--- config.mk ---
export PLATFORM = sky130hd
export DESIGN_NAME = regfile_dump_ctrl
export DESIGN_NICKNAME = d
export VERILOG_FILES = /design/src/rtl/regfile_dump_pkg.sv /design/src/rtl/regfile_dump_ctrl.sv
export SDC_FILE = /design/constraint.sdc
export NUM_CORES = 1
export LEC_CHECK = 0
export ABC_AREA = 0
export BUFFER_PORTS_ARGS = -buffer_cell sky130_fd_sc_hd__buf_2
export CAP_MARGIN = 40
export CORE_ASPECT_RATIO = 0.6
export CORE_MARGIN = 2
export CORE_UTILIZATION = 52
export CTS_CLUSTER_SIZE = 28
export DETAILED_ROUTE_END_ITERATION = 8
export PLACE_DENSITY = 0.79
export SLEW_MARGIN = 20
export SYNTH_ARGS = -nofsm -noshare
export SYNTH_HDL_FRONTEND = slang
export SYNTH_SLANG_ARGS = --single-unit
--- constraint.sdc ---
create_clock -name clk -period 2.3 [get_ports clk]
set_clock_uncertainty 0.15 [all_clocks]
set_input_delay 0.46 -clock clk [delete_from_list [all_inputs] [get_ports clk]]
set_output_delay 0.46 -clock clk [all_outputs]
set_load 0.01 [all_outputs]
--- src/rtl/regfile_dump_pkg.sv ---
// Shared definitions for the register-file dump controller: FSM state
// encodings and the byte width used to serialise register words.
package regfile_dump_pkg;

    // Width of one transmitted byte; words are sliced into chunks of this size.
    localparam int BYTE_W = 8;

    // Dump sequencer states.
    typedef enum logic [2:0] {
        IDLE  = 3'd0,
        DRAIN = 3'd1,
        ADDR  = 3'd2,
        LATCH = 3'd3,
        SEND  = 3'd4,
        WAIT  = 3'd5,
        NEXT  = 3'd6,
        DONE  = 3'd7
    } dump_state_t;

endpackage : regfile_dump_pkg

--- src/rtl/regfile_dump_ctrl.sv ---
// Register-file dump controller. On request it stalls the pipeline, waits for
// it to drain, then walks every register through read port 1 and streams each
// word MSB-first to a UART one byte at a time, pulsing dump_done at the end.
module regfile_dump_ctrl
    import regfile_dump_pkg::*;
#(
    parameter int B = 32,
    parameter int W = 5
) (
    input  logic         clk,
    input  logic         reset,
    input  logic         dump_req,
    input  logic         pipe_idle,
    input  logic [W-1:0] pipe_rd_addr,
    output logic [W-1:0] rf_rd_addr,
    input  logic [B-1:0] rf_rd_data,
    output logic         stall,
    output logic [7:0]   tx_data,
    output logic         tx_start,
    input  logic         tx_done,
    output logic         busy,
    output logic         dump_done
);

    localparam int NBYTES = B / BYTE_W;
    localparam int CNT_W  = (NBYTES > 1) ? $clog2(NBYTES) : 1;
    localparam logic [CNT_W-1:0] LAST_BYTE = CNT_W'(NBYTES - 1);
    localparam logic [W-1:0]     LAST_REG  = '1;

    dump_state_t      state, state_nxt;
    logic [W-1:0]     reg_idx, reg_idx_nxt;
    logic [CNT_W-1:0] byte_cnt, byte_cnt_nxt;
    logic [B-1:0]     shift_q, shift_nxt;

    // Next-state and datapath-update decode for the dump sequencer.
    always_comb begin
        // NOTE: every variable gets a default before the case so no path
        // leaves one unassigned, which would otherwise infer a latch.
        state_nxt    = state;
        reg_idx_nxt  = reg_idx;
        byte_cnt_nxt = byte_cnt;
        shift_nxt    = shift_q;
        case (state)
            IDLE: begin
                if (dump_req) begin
                    state_nxt   = DRAIN;
                    reg_idx_nxt = '0;
                end
            end
            DRAIN: begin
                reg_idx_nxt = '0;
                if (pipe_idle) state_nxt = ADDR;
            end
            ADDR: begin
                state_nxt = LATCH;
            end
            LATCH: begin
                shift_nxt    = rf_rd_data;
                byte_cnt_nxt = '0;
                state_nxt    = SEND;
            end
            SEND: begin
                state_nxt = WAIT;
            end
            WAIT: begin
                if (tx_done) begin
                    shift_nxt = shift_q << BYTE_W;
                    if (byte_cnt == LAST_BYTE) begin
                        state_nxt = NEXT;
                    end else begin
                        byte_cnt_nxt = byte_cnt + 1'b1;
                        state_nxt    = SEND;
                    end
                end
            end
            NEXT: begin
                if (reg_idx == LAST_REG) begin
                    state_nxt = DONE;
                end else begin
                    reg_idx_nxt = reg_idx + 1'b1;
                    state_nxt   = ADDR;
                end
            end
            DONE: begin
                state_nxt = IDLE;
            end
            default: begin
                state_nxt = IDLE;
            end
        endcase
    end

    // State register; reset aborts any dump in progress immediately.
    always_ff @(posedge clk or posedge reset) begin
        if (reset) begin
            state <= IDLE;
        end else begin
            // NOTE: sequential state uses non-blocking assignment so every
            // flop samples pre-edge values regardless of statement order.
            state <= state_nxt;
        end
    end

    // Datapath registers and registered outputs, all derived from the next
    // state so they line up with the state they describe.
    always_ff @(posedge clk or posedge reset) begin
        if (reset) begin
            reg_idx   <= '0;
            byte_cnt  <= '0;
            shift_q   <= '0;
            tx_data   <= '0;
            tx_start  <= 1'b0;
            stall     <= 1'b0;
            busy      <= 1'b0;
            dump_done <= 1'b0;
        end else begin
            reg_idx   <= reg_idx_nxt;
            byte_cnt  <= byte_cnt_nxt;
            shift_q   <= shift_nxt;
            tx_start  <= (state_nxt == SEND);
            stall     <= (state_nxt != IDLE);
            busy      <= (state_nxt != IDLE);
            dump_done <= (state_nxt == DONE);
            // The byte presented in SEND is the top of the word as it will be
            // after this edge's capture or shift.
            if (state_nxt == SEND) begin
                tx_data <= shift_nxt[B-1 -: BYTE_W];
            end
        end
    end

    // Read-port address: the pipeline owns the port until it has drained.
    always_comb begin
        rf_rd_addr = reg_idx;
        if (state == IDLE || state == DRAIN) begin
            rf_rd_addr = pipe_rd_addr;
        end
    end

endmodule : regfile_dump_ctrl

# Yosys cells after proc, flatten, opt, wreduce, memory -nomap -nowiden
# Index checks and enable logic that the tools add are counted.
[op_classes] n_addsub=2 mul=0 div_mod_pow=0 order_cmp=0 n_eq_ne=15 n_shift=0 mux=15 bitwise=0 n_reduce_logical=8
[op_table] op="$pmux W32 S2" n=1
[op_table] op="$mux W32" n=1
[op_table] op="$pmux W3 S8" n=1
[op_table] op="$eq A3 B3 Y1 const B" n=6
[op_table] op="$mux W5" n=3
[op_table] op="$pmux W5 S3" n=1
[op_table] op="$mux W3" n=4
[op_table] op="$ne A2 B2 Y1 const B" n=4
[op_table] op="$eq A3 B2 Y1 const B" n=2
[op_table] op="$mux W2" n=3
[op_table] op="$reduce_and A3 Y1" n=2
[op_table] op="$reduce_bool A3 Y1" n=2
[op_table] op="$add A5 B1 Y5 const B" n=1
[op_table] op="$eq A5 B5 Y1 const B" n=1
[op_table] op="$pmux W2 S2" n=1
[op_table] op="$eq A3 B1 Y1 const B" n=1
[op_table] op="$logic_not A3 Y1" n=1
[op_table] op="$add A2 B1 Y2 const B" n=1
[op_table] op="$eq A2 B2 Y1 const B" n=1
[op_table] op="$reduce_and A2 Y1" n=1
[op_table] op="$reduce_bool A2 Y1" n=1
[op_table] op="$logic_or A1 B1 Y1" n=1
[word_totals] register_bits=53 latch_bits=0 mem_bits_rw=0 mem_bits_ro=0 in_bits=42 output_inout_bits=17 memories=0

# Depth between registers and ports, before layout
# Gate-level depths: netlist of run 1.
[depth] depth_word=5 ltp_mapped=7 ltp_nobuf=7

# Worst setup path before layout of run 1
# OpenSTA, ideal clock, no wires.
[synth_timing] path_type="register to output" startpoint="register state[1]" endpoint="output rf_rd_addr[2]" arrival_time_ns=1.210 setup_slack_ns=0.480 path_stages_with_launch=4 n_path_buf=1 path_cell_list="dfrtp_1 -> buf_4 -> nor2_2 -> mux2_2"
[synth_via] elab_chain_len=3 word_cells_on_any_way=4
[synth_rtl] item="from (decl)" line_no="regfile_dump_ctrl.sv:30" text="dump_state_t state, state_nxt;"
[synth_rtl] item="from (signal assigned)" line_no="regfile_dump_ctrl.sv:100" text="state <= state_nxt;"
[synth_rtl] item="$eq A3 B1 Y1 or $logic_not A3 Y1 (tied branches)" line_no="regfile_dump_ctrl.sv:135" text="if (state == IDLE || state == DRAIN) begin"
[synth_rtl] item="$logic_or A1 B1 Y1 (*)" line_no="regfile_dump_ctrl.sv:135"
[synth_rtl] item="$mux W5 (*)" line_no="regfile_dump_ctrl.sv:135"
[synth_rtl] item="to (decl)" line_no="regfile_dump_ctrl.sv:15" text="output logic [W-1:0] rf_rd_addr,"
# Every way passes the cells marked *; elsewhere a longest branch is shown, timed or not.

# Worst setup path in the final report of run 1
# Ends and elaborated chain as after synthesis.

==> run metrics, run 1 <==
status=completed; Fin. Hold Viols=0; area of the multi-input gates=~940 µm²; Pwr Total=about 3.2 mW; synthesized flop and latch total=45; Top FF cell, synth=dfrtp_1; TNS Setup=0 ns; top-count cell post-synth=dfrtp_1; synthesized cell area=around 2200 µm²; Slew Viols, Final=0; maximum net fanout on the critical path=9; Switch Pwr=~1.2 mW; core area=approximately 4000 µm²; Mapped Cells=around 180; Final min period=2.13 ns; root buffer cell=clkbuf_8; Core Rows=18; first-pass GRT wire length=a little under 8 mm; Power Internal=a little under 2 mW; Hold Crit Class=in2async; warnings from Yosys=0; die width=slightly below 90 µm; Pwr per Cell Area=around 1200 nW/µm²; Clk pwr share=between 10% and 20%; vias in the first global route=about 1600; Post-Syn Area per Cell=12.4 µm²; layout cell share with drive strength beyond 1=41.4%; Hold Slack=0.0472 ns; Rel. slew slack=64.6%; worst ir drop on vdd=between 0.0006 and 0.0007 V; Synth cell types=37; max capacitance violation total=0; period utilization=between 90% and 100%; GR peak layer=met2; setup ws final=between 0.15 and 0.2 ns; Sequential Power Share=around 42%; Slew @ Worst Pin=0.531 ns; Post-Layout Cell Count=297; CP endpoint kind=output pin; nets=around 280; achievable frequency=469 MHz; total track usage=22.2%; CTS tree=yes; CTS Hold Bufs=0; Antenna Cells=0; number of buffers created by CTS=5; largest cells by area after synthesis=dfrtp_1 51%, a22o_1 6.7%, o2bb2ai_1 6.3%, a22oi_1 5.4%, mux2_4 5.4%; cell taking the most area after synthesis=dfrtp_1; PortBufs=58; TritonRoute pass-1 iters=5; pre-CTS WS=0.312 ns; Starting DRT DRC Count=between 80 and 90; placed instance area=~2500 µm²; DRC=0; Ports=59; Clock Tree Buf Depth=2; syn_nets=approximately 220; met1 usage=approximately 33%; CP Launch Type=register; DP HPWL=about 3.6 mm; combinational power share=42.5%; met2 Usage GRT=between 30% and 40%; Final Setup Violations=0; clk sinks=45; most frequent cells after synthesis=45 x dfrtp_1, 17 x a22o_1, 16 x a22oi_1, 16 x o2bb2ai_1, 10 x o21ai_0; sequential-to-total area share from yosys stat=50.6%; Final ANT Viol Nets=0; worst endpoint required time=approximately 1.7 ns; Layout area overhead=18.0%; share of the synthesized area in the top cell type=approximately 51%; WP data arrival=between 1.5 and 2 ns; largest net degree at the start of global routing=26; routed wire length=roughly 4.9 mm; Final Cell Area=~2600 µm²; initial antenna violation count=0; leakage power=about 1.3 nW; Worst-Skew Late Latency=0.29 ns; Final Wtd Congestion=0.806; met3 usage=under 10%; fin util=64.0%; grt total ovfl=0; via count of the routed design=between 1500 and 2000; Seq. cell area=between 1000 and 1500 µm²; Net Sw Frac=roughly 37%; Post-synth EDFFs=0; Worst-path clk slew=0.09 ns; Routed wire per std cell=16.4 µm; vias per inst=between 5 and 6; WS Path Type=reg2out; number of fill cells=335; Die ar.=between 4000 and 5000 µm²; H-Tree Depth=2; Async S/R FF share, synth=100%; Starting Density=54.2%; die height=54.7 µm; placed instance count=~290; unrepaired setup endpoints after global routing=false
[cell families after synthesis]
logic type,after synthesis,share of synthesized area [%]
and+or+nand+nor,31,9.85
adders and majority gates,3,1.69
DFF,45,50.6
muxes,11,6.92
xor gates and xnor gates,1,0.394
AOI/OAI and AO/OA,65,23.4
buffers and inverters,23,7.09
[cell type report]
type	count	area share (%)
Clock inverter	3	0.668
Sequential cell	45	43.0
Tap cell	60	2.86
Clock buffer	5	2.62
Inverter	7	1.19
Timing Repair Buffer	66	13.6
Multi-Input combinational cell	111	36.0
[final timing paths]
kind	slack [ns]	startpoint	endpoint	cells past startpoint
max	0.17	state[1]	rf_rd_addr[2]	3
min	0.05	reset	shift_q[11]	2
max reg2reg	0.34	reg_idx[1]	busy	7
min reg2reg	0.35	shift_q[11]	shift_q[11]	1
max in group asynchronous	1.38	reset	reg_idx[2]	3
min in group clk	0.23	rf_rd_data[5]	shift_q[5]	2
[state kept, by name, summed over array words and instances, names as in the netlist]
name	cells
shift_q	24
tx_start	1
dump_done	1
state	3
busy	1
reg_idx	5
byte_cnt	2
tx_data	8
[critical path: stages, from the launching register on]
cell     delay (ns)
dfrtp_1        0.49
nor2_4         0.25
mux2_2         0.35
buf_2          0.13
[power by group through the flow]
stage	combinational, mW	clock [mW]	sequential (mW)
after floorplan	1.10	0	1.29
after global placement	1.24	0	1.32
after detailed placement	1.34	0	1.33
after CTS	1.34	0.487	1.33
after global routing	1.47	0.521	1.38
final	1.34	0.476	1.34
[repair_timing]
action | CTS | global route
hold endpoints to repair | 0 | 0
setup buffers | 0 | 0
pin swaps | 0 | 0
cloned | 0 | 0
resized for setup | 1 | 1
endpoints found under the setup margin | 2 | 2
[placed cells by master, fill, tap and decap left out, types with 2 or more instances in the layout]
master and instances:
nand2_1 6, o2bb2ai_1 16, clkinv_2 2, a22oi_1 16
mux2_2 3, nor3_1 2, inv_1 4, o21ai_0 10
buf_2 58, ha_1 3, and3_1 3, nand3_1 4
buf_4 7, a21o_1 2, nor2b_1 2, a22o_1 17
clkbuf_8 5, dfrtp_1 44, and2_4 2, mux2_4 8
nor2_1 3
[per-layer routing]
layer | share of wire, % | wire length (µm)
met1 | 49 | 2390
met2 | 44 | 2120
met3 | 6.2 | 304
met4 | 0.97 | 47
met5 | 0 | 0
No activity file was read; power rests on OpenSTA's default activity.
==> run 2, diff against run 1 <==
CAP_MARGIN = unset   (was 40)
GPL_ROUTABILITY_DRIVEN = 0   (was unset)
RECOVER_POWER = 25   (was unset)
==> run 2 against run 1 <==
Sequential share of layout area up 0.25 points. Clock power up 3%. Sequential cell count unchanged. Setup slack better by 0.0045 ns. Register-to-register slack worse by 0.10 ns. Routed wire length down 3.5%. Sequential power about the same. Utilization down 0.37 points. Non-clock buffer count down 1. Count of clock-buffer cells in the layout up 1. Design area down 0.57%. Global-route usage down 0.45 points. Largest power group unchanged.
==> run metrics, run 2 (synthesis gave the netlist of run 1 again) <==
most frequent cells in the layout=58 x buf_2, 44 x dfrtp_1, 17 x a22o_1 (unchanged); Starting DRT DRC Count=79 (was 87); combinational power share=41.5% (was 42.5%); Worst-path clk slew=0.08 ns (was 0.09 ns); WP data arrival=1.52 ns (about the same); largest reg by FF count=shift_q (unchanged); core area=4100 µm² (unchanged); Layout area overhead=17.3% (was 18.0%); number of buffers created by CTS=5 (unchanged); routed wire length=4.70 mm (was 4.87 mm); number of fill cells=343 (was 335); flop2flop setup slack=0.24 ns (was 0.34 ns); vias per inst=5.49 (was 5.65); Switch Pwr=1.13 mW (was 1.17 mW); die height=54.7 µm (unchanged); setup ws final=0.173 ns (was 0.169 ns); Power Internal=1.98 mW (was 1.99 mW); Starting Density=54.2% (unchanged); layout cell share with drive strength beyond 1=40.0% (was 41.4%); Routed wire per std cell=15.9 µm (was 16.4 µm); Antenna Cells=0 (unchanged); Pwr per Cell Area=1190 nW/µm² (was 1200 nW/µm²); Fin. Hold Viols=0 (unchanged); max capacitance violation total=0 (unchanged); worst endpoint required time=1.69 ns (about the same); CP Launch Type=register (unchanged); Hold Crit Class=in2async (unchanged); unrepaired setup endpoints after global routing=false (unchanged); Die ar.=4830 µm² (unchanged); DRC=0 (unchanged); Net Sw Frac=36.3% (was 37.0%); Hold Slack=0.225 ns (was 0.0472 ns); max reg flops=24 (unchanged); achievable frequency=470 MHz (was 469 MHz); largest registers=shift_q x24, tx_data x8, reg_idx x5 (unchanged); Rel. slew slack=35.7% (was 64.6%); Final min period=2.13 ns (about the same); pre-CTS WS=0.174 ns (was 0.312 ns); Worst-Skew Late Latency=0.29 ns (about the same); CTS Hold Bufs=0 (unchanged); status=completed (unchanged); Slew Viols, Final=0 (unchanged); clk sinks=45 (unchanged); PortBufs=58 (unchanged); TNS Setup=0 ns (unchanged); total track usage=21.8% (was 22.2%); WS Path Type=reg2out (unchanged); TritonRoute pass-1 iters=5 (unchanged); grt total ovfl=0 (unchanged); most common cell after layout, fill and taps aside=buf_2 (unchanged); worst ir drop on vdd=0.000650 V (was 0.000641 V); Clock Tree Buf Depth=2 (unchanged); die width=88.4 µm (unchanged); Slew @ Worst Pin=0.964 ns (was 0.531 ns); root buffer cell=clkbuf_8 (unchanged); first-pass GRT wire length=7.79 mm (was 7.86 mm); via count of the routed design=1619 (was 1678); CP endpoint kind=output pin (unchanged); initial antenna violation count=0 (unchanged); H-Tree Depth=2 (unchanged); nets=280 (was 281); largest net degree at the start of global routing=26 (unchanged); Ports=59 (unchanged); maximum net fanout on the critical path=9 (unchanged); Final ANT Viol Nets=0 (unchanged); Clk pwr share=15.8% (was 15.1%); Core Rows=18 (unchanged); vias in the first global route=1606 (was 1596); leakage power=1.26 nW (was 1.27 nW); fin util=63.6% (was 64.0%); Pwr Total=3.10 mW (was 3.16 mW); Sequential Power Share=42.7% (was 42.4%); period utilization=92.5% (was 92.7%); CTS tree=yes (unchanged); DP HPWL=3.55 mm (was 3.63 mm); Final Setup Violations=0 (unchanged)
-- run 2: cell count changes in the layout (fill, tap and decap cells not counted), sizes merged --
cell    before  now
clkinv       3    1
buf         66   64
clkbuf       5    7
-- run 2: routing by layer --
layer,track usage [%],routed length (µm),share of wire [%]
met2,34.2,2060,44
met3,5.58,232,4.9
met4,4.04,7,0.15
met1,31.2,2400,51
met5,0,0,0
-- run 2: power groups by stage --
stage          clock network (mW)  logic [mW]  registers [mW]
4_1_cts                     0.499        1.29            1.32
5_1_grt                     0.537        1.42            1.37
6_report                    0.490        1.29            1.33
3_3_place_gp                    0        1.24            1.32
2_1_floorplan                   0        1.10            1.29
3_5_place_dp                    0        1.29            1.33
-- run 2: final cells by class --
cell class	instances	area [µm²]	area share, %
tap	60	75.1	2.88
sequential	45	1130	43.2
timing repair buffer	65	339	13.0
clock inverter	1	7.51	0.288
clock buffer	6	82.6	3.17
multi-input combinational	111	945	36.2
inverter	7	31.3	1.20
-- run 2: through the flow --
| stage | std cells | cell area (µm²) |
|---|---|---|
| CTS | 295 | 2610 |
| floorplan | 179 | 2220 |
| global route | 295 | 2610 |
| detailed placement | 288 | 2510 |
| global placement | 288 | 2510 |
| finish | 295 | 2610 |
-- run 2: path summary, 6_finish.rpt --
path                                from             to  cells past startpoint
setup / recovery                state[1]  rf_rd_addr[2]                      3
hold / removal                     reset     tx_data[3]                      2
hold reg to reg              shift_q[11]    shift_q[11]                      1
max in group asynchronous          reset       state[2]                      3
setup reg to reg                state[2]     shift_q[7]                      4
min in group clk           rf_rd_data[4]     shift_q[4]                      2
-- run 2: worst max-delay path, stage by stage (launching register included) --
cell     delay (ns)
dfrtp_1        0.48
nor2_4         0.26
mux2_2         0.36
buf_2          0.14
-- run 2: timing repair --
action	4_1_cts	5_1_grt
endpoints found under the setup margin	2	1
gates resized for setup	1	1
setup buffers	0	0
gates cloned	0	0
==> run 3, diff against run 2 <==
ABC_AREA = 1   (was 0)
CORE_UTILIZATION = 53   (was 52)
==> run 3 against run 2 <==
Hold slack got worse by 0.094 ns. Combinational power barely moved. Global-route usage barely moved. Synthesized area rose by 15%.
==> run metrics, run 3 <==
unrepaired setup endpoints after global routing=false (unchanged); Top FF cell, synth=dfrtp_1 (unchanged); most frequent cells after synthesis=134 x nand2_1, 53 x dfrtp_1, 41 x nand3_1 (was 45 x dfrtp_1, 17 x a22o_1, 16 x a22oi_1, 16 x o2bb2ai_1, 10 x o21ai_0); share of the synthesized area in the top cell type=51.7% (was 50.6%); Worst path max stage delay=0.51 ns (was 0.48 ns); Hold Slack=0.131 ns (was 0.225 ns); largest registers=shift_q x32, tx_data x8, reg_idx x5 (was shift_q x24, tx_data x8, reg_idx x5); cell taking the most area after synthesis=dfrtp_1 (unchanged); Post-Syn Area per Cell=8.06 µm² (was 12.4 µm²); Die ar.=5430 µm² (was 4830 µm²); fin util=64.5% (was 63.6%); CP endpoint kind=output pin (unchanged); sequential-to-total area share from yosys stat=51.7% (was 50.6%); Final min period=2.01 ns (was 2.13 ns); die width=93.8 µm (was 88.4 µm); Slew @ Worst Pin=0.790 ns (was 0.964 ns); WS Path Type=reg2out (unchanged); combined buffer and inverter count along the critical path=2 (was 1); syn_nets=363 (was 224); TritonRoute pass-1 iters=4 (was 5); grt total ovfl=0 (unchanged); max capacitance violation total=0 (unchanged); Reg2Reg Depth=8 (was 4); nets=422 (was 280); total track usage=21.8% (about the same); CP Launch Type=register (unchanged); Layout area overhead=16.0% (was 17.3%); Final ANT Viol Nets=0 (unchanged); Rel. slew slack=47.3% (was 35.7%); Post-Layout Cell Count=441 (was 295); top-count cell post-synth=nand2_1 (was dfrtp_1); root buffer cell=clkbuf_8 (unchanged); most common cell after layout, fill and taps aside=nand2_1 (was buf_2); Mapped Cells=318 (was 179); H-Tree Depth=2 (unchanged); core area=4610 µm² (was 4100 µm²); Post-synth EDFFs=0 (unchanged); worst ir drop on vdd=0.000445 V (was 0.000650 V); Ports=59 (unchanged); Fin. Hold Viols=0 (unchanged); Setup Fix Bufs, Post-CTS=0 (unchanged); Routed wire per std cell=12.3 µm (was 15.9 µm); Final Setup Violations=0 (unchanged); R2R Path Start=state[1] (was state[2]); layout cell share with drive strength beyond 1=21.4% (was 40.0%); synthesized flop and latch total=53 (was 45); flop2flop setup slack=0.40 ns (was 0.24 ns); Final Cell Area=2970 µm² (was 2610 µm²); Core Rows=19 (was 18); Synth cell types=23 (was 37); Starting Density=55.6% (was 54.2%); maximum net fanout on the critical path=12 (was 9); Slew Viols, Final=0 (unchanged); CP startpoint=state[1] (unchanged); Worst-Skew Late Latency=0.31 ns (was 0.29 ns); slowest stage cell, crit path=dfrtp_1 (unchanged); most frequent cells in the layout=134 x nand2_1, 58 x buf_2, 53 x dfrtp_1 (was 58 x buf_2, 44 x dfrtp_1, 17 x a22o_1); placed instance area=2900 µm² (was 2510 µm²); CP top delay family=flip-flops (unchanged); Hold Crit Class=in2async (unchanged); first-pass GRT wire length=9.26 mm (was 7.79 mm); period utilization=87.5% (was 92.5%); Async S/R FF share, synth=100% (unchanged); Starting DRT DRC Count=127 (was 79); status=completed (unchanged); synthesized cell area=2560 µm² (was 2220 µm²); leakage power=1.63 nW (was 1.26 nW); DRC=0 (unchanged); worst endpoint required time=1.69 ns (about the same); largest reg by FF count=shift_q (unchanged); WP data arrival=1.40 ns (was 1.52 ns); Cell Chain, Critical Path=nor2_1 -> buf_4 -> o21ai_0 -> buf_2 (was nor2_4 -> mux2_2 -> buf_2); Pwr per Cell Area=1090 nW/µm² (was 1190 nW/µm²); vias in the first global route=2113 (was 1606); max reg flops=32 (was 24); largest net degree at the start of global routing=33 (was 26); placed instance count=433 (was 288); CTS tree=yes (unchanged); clk sinks=53 (was 45); Post-CTS Resized=0 (was 1); largest cells by area after synthesis=dfrtp_1 52%, nand2_1 20%, nand3_1 8.0%, inv_1 3.7%, o21ai_0 3.1% (was dfrtp_1 51%, a22o_1 6.7%, o2bb2ai_1 6.3%, a22oi_1 5.4%, mux2_4 5.4%); via count of the routed design=2225 (was 1619); TNS Setup=0 ns (unchanged); Worst-path clk slew=0.09 ns (was 0.08 ns); DP HPWL=4.02 mm (was 3.55 mm); routed wire length=5.41 mm (was 4.70 mm); number of buffers created by CTS=5 (unchanged); Clock Tree Buf Depth=2 (unchanged); warnings from Yosys=0 (unchanged); Antenna Cells=0 (unchanged); achievable frequency=497 MHz (was 470 MHz); die height=57.9 µm (was 54.7 µm); initial antenna violation count=0 (unchanged); PortBufs=58 (unchanged); reg2reg end=tx_data[1] (was shift_q[7]); vias per inst=5.05 (was 5.49); CTS Hold Bufs=0 (unchanged)
run 3: cell count changes in the layout (fill, tap and decap cells not counted), sizes merged, moves of 16 or more:
| cell | delta |
|---|---|
| o2bb2ai | -16 |
| nand2 | +131 |
| nand3 | +38 |
| a22oi | -16 |
| inv | +22 |
| a22o | -17 |
run 3: layout make-up:
class                   instances  area [µm²]
repair buffers                 65         340
multi-input cells             223        1030
well taps                      63        78.8
clock buffers                   5        68.8
flip-flops and latches         53        1330
clock inverters                 3        17.5
fillers                       395        1640
inverters                      29         109
run 3: worst max-delay path by stage:
stage | to | depth (start not counted)
final | rf_rd_addr[1] | 4
after global routing | rf_rd_addr[2] | 5
after CTS | rf_rd_addr[1] | 5
after floorplan | busy | 1
after global placement | reg_idx[1] | 8
after detailed placement | tx_data[1] | 8
run 3: report_power, final:
part	leakage, nW	total (mW)	internal, mW	switching, mW
clock	0.0439	0.516	0.211	0.305
combinational	0.889	1.28	0.460	0.821
sequential	0.692	1.44	1.25	0.190
run 3: through the flow:
stage | setup WS, ns | power (mW)
final | 0.287 | 3.24
after global routing | 0.188 | 3.52
after CTS | 0.306 | 3.26
after detailed placement | 0.423 | 2.75
after global placement | 0.506 | 2.70
after floorplan | 0.404 | 2.42
run 3: cells by family (layout without fill, tap and decap cells):
kind of cell / after synthesis / in the layout / synth area share, %
AOI/OAI and AO/OA: 27 / 27 / 6.25
xor gates and xnor gates: 1 / 1 / 0.342
adders and majority gates: 3 / 3 / 1.46
buffers and inverters: 42 / 102 / 8.00
DFF: 53 / 53 / 51.7
and+or+nand+nor: 192 / 192 / 32.2
run 3: layer usage:
layer | vias to the layer above | share of wire [%] | track usage (%)
met2 | 51 | 45 | 33.8
met5 | - | 0 | 0
met4 | 0 | 1.1 | 5.59
met1 | 1038 | 48 | 31.4
li1 | 1128 | - | -
met3 | 8 | 5.5 | 5.20
